[config.mk]
export PLATFORM = sky130hd
export DESIGN_NAME = pc_sequencer_flat
export DESIGN_NICKNAME = d
export VERILOG_FILES = /design/src/rtl/pc_sequencer_if.sv /design/src/rtl/pc_sequencer.sv /design/src/flat_wrapper.sv
export SDC_FILE = /design/constraint.sdc
export NUM_CORES = 1
export LEC_CHECK = 0
export CAP_MARGIN = 0
export CORE_MARGIN = 2
export CORE_UTILIZATION = 35
export CTS_CLUSTER_DIAMETER = 30
export CTS_CLUSTER_SIZE = 30
export DETAILED_ROUTE_END_ITERATION = 7
export HOLD_SLACK_MARGIN = 0.1
export PLACE_DENSITY_LB_ADDON = 0.3
export REMOVE_ABC_BUFFERS = 1
export SLEW_MARGIN = 25
export SYNTH_ARGS = -nofsm -noshare
export SYNTH_HDL_FRONTEND = slang
export SYNTH_SLANG_ARGS = --single-unit
[constraint.sdc]
create_clock -name clk -period 3.1 [get_ports clk]
set_input_delay 0.775 -clock clk [delete_from_list [all_inputs] [get_ports clk]]
set_output_delay 0.775 -clock clk [all_outputs]
set_load 0.05 [all_outputs]
[src/rtl/pc_sequencer_if.sv]
// Control and status bundle for pc_sequencer.
// master drives control and LUT writes; slave is the sequencer.
interface pc_sequencer_if #(
  parameter int D  = 12,
  parameter int LW = 4
);
  logic          start;
  logic          stall;
  logic          halt;
  logic          branch_en;
  logic          call_en;
  logic [1:0]    imm_or_lut;
  logic [LW-1:0] sel;
  logic          lut_we;
  logic [LW-1:0] lut_waddr;
  logic [D-1:0]  lut_wdata;
  logic [D-1:0]  pc;
  logic          done;
  logic          err;

  modport master (
    output start, stall, halt, branch_en, call_en,
    output imm_or_lut, sel,
    output lut_we, lut_waddr, lut_wdata,
    input  pc, done, err
  );

  modport slave (
    input  start, stall, halt, branch_en, call_en,
    input  imm_or_lut, sel,
    input  lut_we, lut_waddr, lut_wdata,
    output pc, done, err
  );
endinterface

[src/rtl/pc_sequencer.sv]
// Program counter sequencer: branch-target LUT and optional return stack.
// Define PC_SEQUENCER_RAS_EN to build the return-address stack and err flag.
module pc_sequencer #(
  parameter int D         = 12,
  parameter int LUT_DEPTH = 16,
  parameter int RAS_DEPTH = 4
) (
  input logic          clk,
  input logic          reset_n,
  pc_sequencer_if.slave bus
);
  localparam int LW = (LUT_DEPTH > 1) ? $clog2(LUT_DEPTH) : 1;

  typedef enum logic [1:0] {
    M_REL_IMM = 2'b00,
    M_REL_LUT = 2'b01,
    M_ABS_LUT = 2'b10,
    M_RET     = 2'b11
  } mode_e;

  logic [D-1:0] pc_q, pc_d;
  logic         done_q, done_d;
  logic [D-1:0] lut_q [LUT_DEPTH];
  logic [D-1:0] lut_rd;
  logic [D-1:0] sext;
  logic [D-1:0] pc_inc;
  logic [D-1:0] tgt;
  logic         taken;

  assign pc_inc = pc_q + 1'b1;
  assign sext   = {{(D-LW){bus.sel[LW-1]}}, bus.sel};
  assign taken  = bus.branch_en | bus.call_en;

  // LUT is read from the registers, so a same-cycle write is not seen
  assign lut_rd = (32'(bus.sel) < LUT_DEPTH) ? lut_q[bus.sel] : '0;

  always_comb begin
    unique case (mode_e'(bus.imm_or_lut))
      M_REL_IMM: tgt = pc_q + sext;
      M_REL_LUT: tgt = pc_q + lut_rd;
      M_ABS_LUT: tgt = lut_rd;
      default:   tgt = pc_inc;
    endcase
  end

`ifdef PC_SEQUENCER_RAS_EN
  localparam int SW = $clog2(RAS_DEPTH + 1);
  localparam int RW = (RAS_DEPTH > 1) ? $clog2(RAS_DEPTH) : 1;
  localparam logic [SW-1:0] FULL = SW'(RAS_DEPTH);

  logic [D-1:0]  ras_q [RAS_DEPTH];
  logic [SW-1:0] sp_q, sp_d;
  logic          err_q, err_d;
  logic          push;
  logic [RW-1:0] top_idx;
  logic [RW-1:0] push_idx;

  assign top_idx  = RW'(sp_q - 1'b1);
  assign push_idx = RW'(sp_q);
`endif

  always_comb begin
    pc_d   = pc_q;
    done_d = done_q;
`ifdef PC_SEQUENCER_RAS_EN
    sp_d   = sp_q;
    err_d  = err_q;
    push   = 1'b0;
`endif
    if (bus.start) begin
      pc_d   = '0;
      done_d = 1'b0;
    end else if (done_q || bus.stall) begin
      pc_d = pc_q;
    end else if (bus.halt) begin
      done_d = 1'b1;
    end else if (taken) begin
`ifdef PC_SEQUENCER_RAS_EN
      if (mode_e'(bus.imm_or_lut) == M_RET) begin
        if (sp_q == '0) begin
          err_d = 1'b1;
          pc_d  = pc_inc;
        end else begin
          pc_d = ras_q[top_idx];
          sp_d = sp_q - 1'b1;
        end
      end else begin
        pc_d = tgt;
        // a full stack drops the push but the call still branches
        if (bus.call_en) begin
          if (sp_q == FULL) begin
            err_d = 1'b1;
          end else begin
            push = 1'b1;
            sp_d = sp_q + 1'b1;
          end
        end
      end
`else
      pc_d = tgt;
`endif
    end else begin
      pc_d = pc_inc;
    end
  end

  always_ff @(posedge clk or negedge reset_n) begin
    if (!reset_n) begin
      pc_q   <= '0;
      done_q <= 1'b0;
      for (int i = 0; i < LUT_DEPTH; i++) begin
        lut_q[i] <= '0;
      end
    end else begin
      pc_q   <= pc_d;
      done_q <= done_d;
      if (bus.lut_we && (32'(bus.lut_waddr) < LUT_DEPTH)) begin
        lut_q[bus.lut_waddr] <= bus.lut_wdata;
      end
    end
  end

`ifdef PC_SEQUENCER_RAS_EN
  always_ff @(posedge clk or negedge reset_n) begin
    if (!reset_n) begin
      sp_q  <= '0;
      err_q <= 1'b0;
      for (int i = 0; i < RAS_DEPTH; i++) begin
        ras_q[i] <= '0;
      end
    end else begin
      sp_q  <= sp_d;
      err_q <= err_d;
      if (push) begin
        ras_q[push_idx] <= pc_inc;
      end
    end
  end

  assign bus.err = err_q;
`else
  assign bus.err = 1'b0;
`endif

  assign bus.pc   = pc_q;
  assign bus.done = done_q;
endmodule

[src/flat_wrapper.sv]
// flat-port wrapper written by rule: the top's interface ports become plain ports
module pc_sequencer_flat 
#(
  parameter int D         = 12,
  parameter int LUT_DEPTH = 16,
  parameter int RAS_DEPTH = 4
)
  (clk, reset_n, bus_start, bus_stall, bus_halt, bus_branch_en, bus_call_en, bus_imm_or_lut, bus_sel, bus_lut_we, bus_lut_waddr, bus_lut_wdata, bus_pc, bus_done, bus_err);
  pc_sequencer_if #(.D(D), .LW(4)) bus_i ();
  input logic clk;
  input logic reset_n;
  input wire logic [$bits(bus_i.start)-1:0] bus_start;
  input wire logic [$bits(bus_i.stall)-1:0] bus_stall;
  input wire logic [$bits(bus_i.halt)-1:0] bus_halt;
  input wire logic [$bits(bus_i.branch_en)-1:0] bus_branch_en;
  input wire logic [$bits(bus_i.call_en)-1:0] bus_call_en;
  input wire logic [$bits(bus_i.imm_or_lut)-1:0] bus_imm_or_lut;
  input wire logic [$bits(bus_i.sel)-1:0] bus_sel;
  input wire logic [$bits(bus_i.lut_we)-1:0] bus_lut_we;
  input wire logic [$bits(bus_i.lut_waddr)-1:0] bus_lut_waddr;
  input wire logic [$bits(bus_i.lut_wdata)-1:0] bus_lut_wdata;
  output wire logic [$bits(bus_i.pc)-1:0] bus_pc;
  output wire logic [$bits(bus_i.done)-1:0] bus_done;
  output wire logic [$bits(bus_i.err)-1:0] bus_err;
  assign bus_i.start = bus_start;
  assign bus_i.stall = bus_stall;
  assign bus_i.halt = bus_halt;
  assign bus_i.branch_en = bus_branch_en;
  assign bus_i.call_en = bus_call_en;
  assign bus_i.imm_or_lut = bus_imm_or_lut;
  assign bus_i.sel = bus_sel;
  assign bus_i.lut_we = bus_lut_we;
  assign bus_i.lut_waddr = bus_lut_waddr;
  assign bus_i.lut_wdata = bus_lut_wdata;
  assign bus_pc = bus_i.pc;
  assign bus_done = bus_i.done;
  assign bus_err = bus_i.err;
  pc_sequencer #(.D(D), .LUT_DEPTH(LUT_DEPTH), .RAS_DEPTH(RAS_DEPTH)) u_core (.clk(clk), .reset_n(reset_n), .bus(bus_i));
endmodule
# Yosys cells after proc, flatten, opt, wreduce, memory -nomap -nowiden
# Index checks and enable logic that the tools add are counted.
[totals]
in_bits = 30
reg_bits = 205
[classes]
muxes = 14
reduce_logical = 6
magnitude_cmp = 3
eq_ne = 4
bitwise_logic = 3
addsub = 3
[ops]
columns = ["cell", "count"]
rows = [
  ["bitwise mux 192 bit", 1],
  ["two-way mux 12 bit", 7],
  ["binary-select mux 12 bit (select 4 bit)", 1],
  ["demux 12 bit (select 4 bit)", 1],
  ["one-hot mux 12 bit (3 select lines)", 1],
  ["adder 12 bit", 2],
  ["adder 12 x 1 -> 12 bit (second input constant)", 1],
  ["greater-or-equal comparator 5 bit (second input constant)", 2],
  ["NOT 4 -> 5 bit", 2],
  ["less-than comparator 5 x 1 -> 1 bit (second input constant)", 1],
  ["inequality test 2 bit (second input constant)", 2],
  ["AND reduction 2 bit", 2],
  ["two-way mux 1 bit", 3],
  ["equality test 2 x 1 -> 1 bit (second input constant)", 1],
  ["equality test 2 bit (second input constant)", 1],
  ["logical NOT 2 bit", 1],
  ["nonzero test 2 bit", 1],
  ["logical AND 1 bit", 1],
  ["logical OR 1 bit", 1],
  ["bitwise OR 1 bit", 1],
]

# Depth between registers and ports, before layout
[depth]
word_depth = 10
ltp_mapped = 15
ltp_nobuf = 12

# Worst setup path after synthesis
# No wires, ideal clock.
[synth_timing]
path_type = "input-to-reg"
start = "in bus_sel[1]"
end = "reg u_core.pc_q[6], in the netlist u_core.bus.pc[6]"
setup_slack_ns = -1.071
setup_ns = 0.125
stages = 15
t_arrival_ns = 4.045
path_cell_list = "buf_6 -> buf_2 -> buf_2 -> mux4_2 -> mux4_2 -> mux2_2 -> ha_1 -> fa_1 -> a21o_1 -> a21oi_1 -> nor2_1 -> o311ai_0 -> a21oi_1 -> a21oi_1 -> o21ai_1"
[synth_via]
elab_chain_len = 10
word_cells_on_any_way = 11
[synth_rtl]
columns = ["item", "line_no", "source"]
rows = [
  ["start: declaration", "flat_wrapper.sv:18", "input wire logic [$bits(bus_i.sel)-1:0] bus_sel;"],
  ["NOT 4 -> 5 bit (not written as such)", "pc_sequencer.sv:35", "assign lut_rd = (32'(bus.sel) < LUT_DEPTH) ? lut_q[bus.sel] : '0;"],
  ["binary-select mux 12 bit (select 4 bit)", "pc_sequencer.sv:35", ""],
  ["two-way mux 12 bit (not written as such) (2 in series)", "pc_sequencer.sv:35", ""],
  ["adder 12 bit", "pc_sequencer.sv:40", "M_REL_LUT: tgt = pc_q + lut_rd;"],
  ["one-hot mux 12 bit (3 select lines) (*)", "pc_sequencer.sv:38", "unique case (mode_e'(bus.imm_or_lut))"],
  ["two-way mux 12 bit (*)", "pc_sequencer.sv:77", "end else if (taken) begin"],
  ["two-way mux 12 bit (*)", "pc_sequencer.sv:75", "end else if (bus.halt) begin"],
  ["two-way mux 12 bit (*)", "pc_sequencer.sv:73", "end else if (done_q || bus.stall) begin"],
  ["two-way mux 12 bit (*)", "pc_sequencer.sv:70", "if (bus.start) begin"],
  ["end signal: assignment", "pc_sequencer.sv:115", "pc_q <= pc_d;"],
  ["end: declaration", "pc_sequencer.sv:21", "logic [D-1:0] pc_q, pc_d;"],
]
# Mark *: on every way between the ends. The rest lies on a longest branch, timed or not. The select of a mux whose other input is x is not followed.
# A chain may end at the register's enable or synchronous reset.

# Final worst setup path
[layout_timing]
start = "in bus_sel[0]"
end = "reg u_core.pc_q[11], in the netlist u_core.bus.pc[11]"
# Same word-level chain as after synthesis.

==> impl_metrics.py <==
metrics = {
    "clocking": {
        "clk_pin_slew_ns": 0.05,
        "htree_num_levels": 2,
        "numCtsBuffers": 42,
        "cts.sinks": 205,
        "cts_buffer_depth": 3,
        "insertion_delay_ns": 0.52,
        "cts_tree": "built",
        "root_buffer": "clkbuf_16",
    },
    "logic_synthesis": {
        "synth_area_um2": 10200,
        "synth_cell_type_count": 50,
        "avgSynthCellArea_um2": 14.1,
        "yosys.area_share.xor_xnor": 0.0103,
        "synthMuxAreaShare": 0.354,
        "yosysWarnings": 0,
        "synthTopCellsByArea": "dfrtp_1 50%, mux2_2 20%, mux4_2 11%, mux4_1 2.1%, ha_1 1.5%",
        "synthTopCellsByCount": "205 x dfrtp_1, 186 x mux2_2, 52 x mux4_2",
        "synth_flop_cell": "dfrtp_1",
        "synthCells": 723,
        "synth_top_area_frac": 0.501,
        "synth_simple_gate_area_frac": 0.0456,
        "synth-edff-count": 0,
        "synth_most_common_cell": "dfrtp_1",
        "synth_area_leader_cell": "dfrtp_1",
        "synthAdderAreaFrac": 0.0166,
        "synth_seq_cells": 205,
        "synth_top_family_by_area": "multiplexers",
        "synth_compound_area_frac": 0.0426,
        "async_reset_ff_frac": 1.00,
        "seq_area_frac_synth": 0.501,
    },
    "drt": {
        "drt-initial-drc-count": 436,
        "drc": 0,
        "wl_per_cell_um": 20.8,
        "drt-total-wl_um": 26100,
        "routed_via_density": 5.25,
        "firstDrtPassIters": 4,
        "antenna_left": 0,
        "num_vias": 6603,
    },
    "worst_setup_path": {
        "r2r_slack_ns": -0.32,
        "reg2reg_from": "u_core.lut_q[0]",
        "required_ns": 3.48,
        "crit_path_end_kind": "flip-flop",
        "worst_r2r_endpoint": "u_core.bus.pc[6]",
        "start_kind": "input pin",
        "arrival_ns": 3.86,
        "worst-setup-path-type": "in -> reg",
        "startpoint": "bus_sel[0]",
        "path_max_fanout": 8,
        "reg2regPathDepth": 13,
    },
    "timing": {
        "finalHoldViolCount": 0,
        "period_share": 1.12,
        "layout_setup_ws_ns": -0.378,
        "clock_skew_ns": 0.0262,
        "min_period_ns": 3.48,
        "fmax_mhz": 288,
        "rsz0062_at_grt": "yes",
        "setup_violations": 9,
        "slew_headroom": 0.500,
        "report.final.slew_viol_count": 0,
        "worst_slew_pin_slew_ns": 0.750,
    },
    "outcome": {
        "status": "finished with violations",
        "violations": "negative setup slack",
    },
    "power_and_ir_drop": {
        "peakVddDrop_mv": 0.614,
        "powerDensity_nw_per_um2": 733,
        "power_mw": 9.70,
        "leakage_nw": 5.77,
    },
    "floorplanning": {
        "fp.coreArea_um2": 28800,
        "fp.dieArea_um2": 30600,
        "die_h_um": 175,
        "initial_core_util": 0.355,
        "fp.dieW_um": 175,
        "rows": 62,
        "io_pins": 44,
    },
    "final_layout": {
        "ff_latch_area_um2": 5130,
        "fill_cells": 2528,
        "antenna_cells": 0,
        "nets": 887,
        "layoutNonFillerInstCount": 1258,
        "multi_input_area_um2": 4940,
        "finish.instance_area_um2": 13200,
        "layout-drive-gt1-share": 0.483,
        "syn_to_final_growth_pct": 29.3,
    },
    "placed_design": {
        "post-place-cells": 1176,
        "hpwl_um": 16500,
        "placed_area_um2": 11500,
        "io_buffers": 42,
        "routabilityCongestion": 0.806,
    },
    "worst_hold_path": {
        "hold_path.class": "in -> async",
    },
    "global_route": {
        "track_usage": 0.176,
        "grt_max_degree": 71,
        "grt_pass1_wl_um": 41300,
        "antenna_found_initial": 0,
        "grt-ovfl-total": 0,
        "first_global_vias": 6968,
    },
    "run": {
        "drv_cap": 0,
    },
}
-- power by group --
group          internal (mW)  switching [mW]  total (mW)
logic                   1.01           0.632        1.65
clock network           3.04            1.43        4.47
registers               3.28           0.299        3.58
-- critical path, cell delays in order --
cell	delay (ns)
buf_16	0.13
buf_8	0.13
mux4_2	0.49
mux4_2	0.50
mux2_4	0.29
ha_4	0.27
o21ai_2	0.05
o21bai_1	0.16
o22a_1	0.25
mux2i_2	0.27
a31oi_1	0.13
xnor2_1	0.14
a311o_1	0.26
-- placed cells by master, fill, tap and decap left out, drive strengths merged, types with 2 or more instances in the layout --
cell type,instances
dfrtp,205
mux2,196
buf,91
mux4,60
clkbuf,60
nand2,38
clkdlybuf4s50,38
nor2,29
o21ai,21
a21oi,17
ha,12
nand3,11
a21o,10
inv,9
clkinv,7
o221ai,7
xor2,6
xnor2,6
nand2b,4
nor3,4
clkinvlp,4
nand4,3
bufinv,3
or2,3
a211oi,3
mux2i,3
nor2b,2
o21a,2
or3,2
nor3b,2
a31oi,2
-- worst max path at each step --
stage	end	slack, ns	cells past startpoint
2_1_floorplan	u_core.bus.pc[6]	-0.70	12
3_3_place_gp	u_core.bus.pc[11]	-1.25	13
3_5_place_dp	u_core.bus.pc[11]	-1.36	13
4_1_cts	u_core.bus.pc[11]	-0.34	13
5_1_grt	u_core.bus.pc[6]	-0.48	14
6_report	u_core.bus.pc[11]	-0.38	13
-- per-layer routing --
metal | global-route usage | up-vias | part of all wire
met3 | 0.0283 | 38 | 0.051
met2 | 0.283 | 150 | 0.48
met1 | 0.251 | 3458 | 0.46
met5 | 0 | - | 0
met4 | 0.0427 | 0 | 0.017
li1 | - | 2957 | -
-- flip-flops by register name, indices dropped and copies added (netlist names) --
| register | flops |
|---|---|
| u_core.lut_q | 192 |
| u_core.bus.pc | 12 |
| u_core.bus.done | 1 |
-- logic make-up after synthesis --
kind of cell,Yosys count
compound gates,68
mux,259
buf+inv,62
simple gates,103
xor+xnor,12
flops,205
fa+ha+maj,13
other cells,1
-- stage by stage --
step / hold WS [ns] / setup TNS, ns / worst slack (ns) / utilization
final: 0.267 / -2.32 / -0.378 / 0.460
after detailed placement: 0.469 / -11.40 / -1.36 / 0.400
after global routing: 0.310 / -3.28 / -0.483 / 0.460
after floorplan: 0.452 / -4.04 / -0.698 / -
after global placement: 0.464 / -10.75 / -1.25 / 0.400
after CTS: 0.303 / -2.02 / -0.335 / 0.457
-- timing repair --
| item | in CTS | in global routing |
|---|---|---|
| hold buffers | 0 | 0 |
| gates cloned | 1 | 0 |
| pin swaps | 21 | 10 |
| resized for setup | 30 | 9 |
| endpoints found under the setup margin | 10 | 10 |
| hold endpoints to repair | 0 | 0 |
| setup buffers | 5 | 2 |
-- area by class of cell --
class                      count  area share
clock buffer                  59      0.0942
clock inverter                15      0.0151
inverter                       8     0.00227
multi-input combinational    456       0.373
sequential                   205       0.388
tap                          384      0.0363
timing repair buffer         131      0.0908
Note: power is estimated with default switching activity, not from simulation.
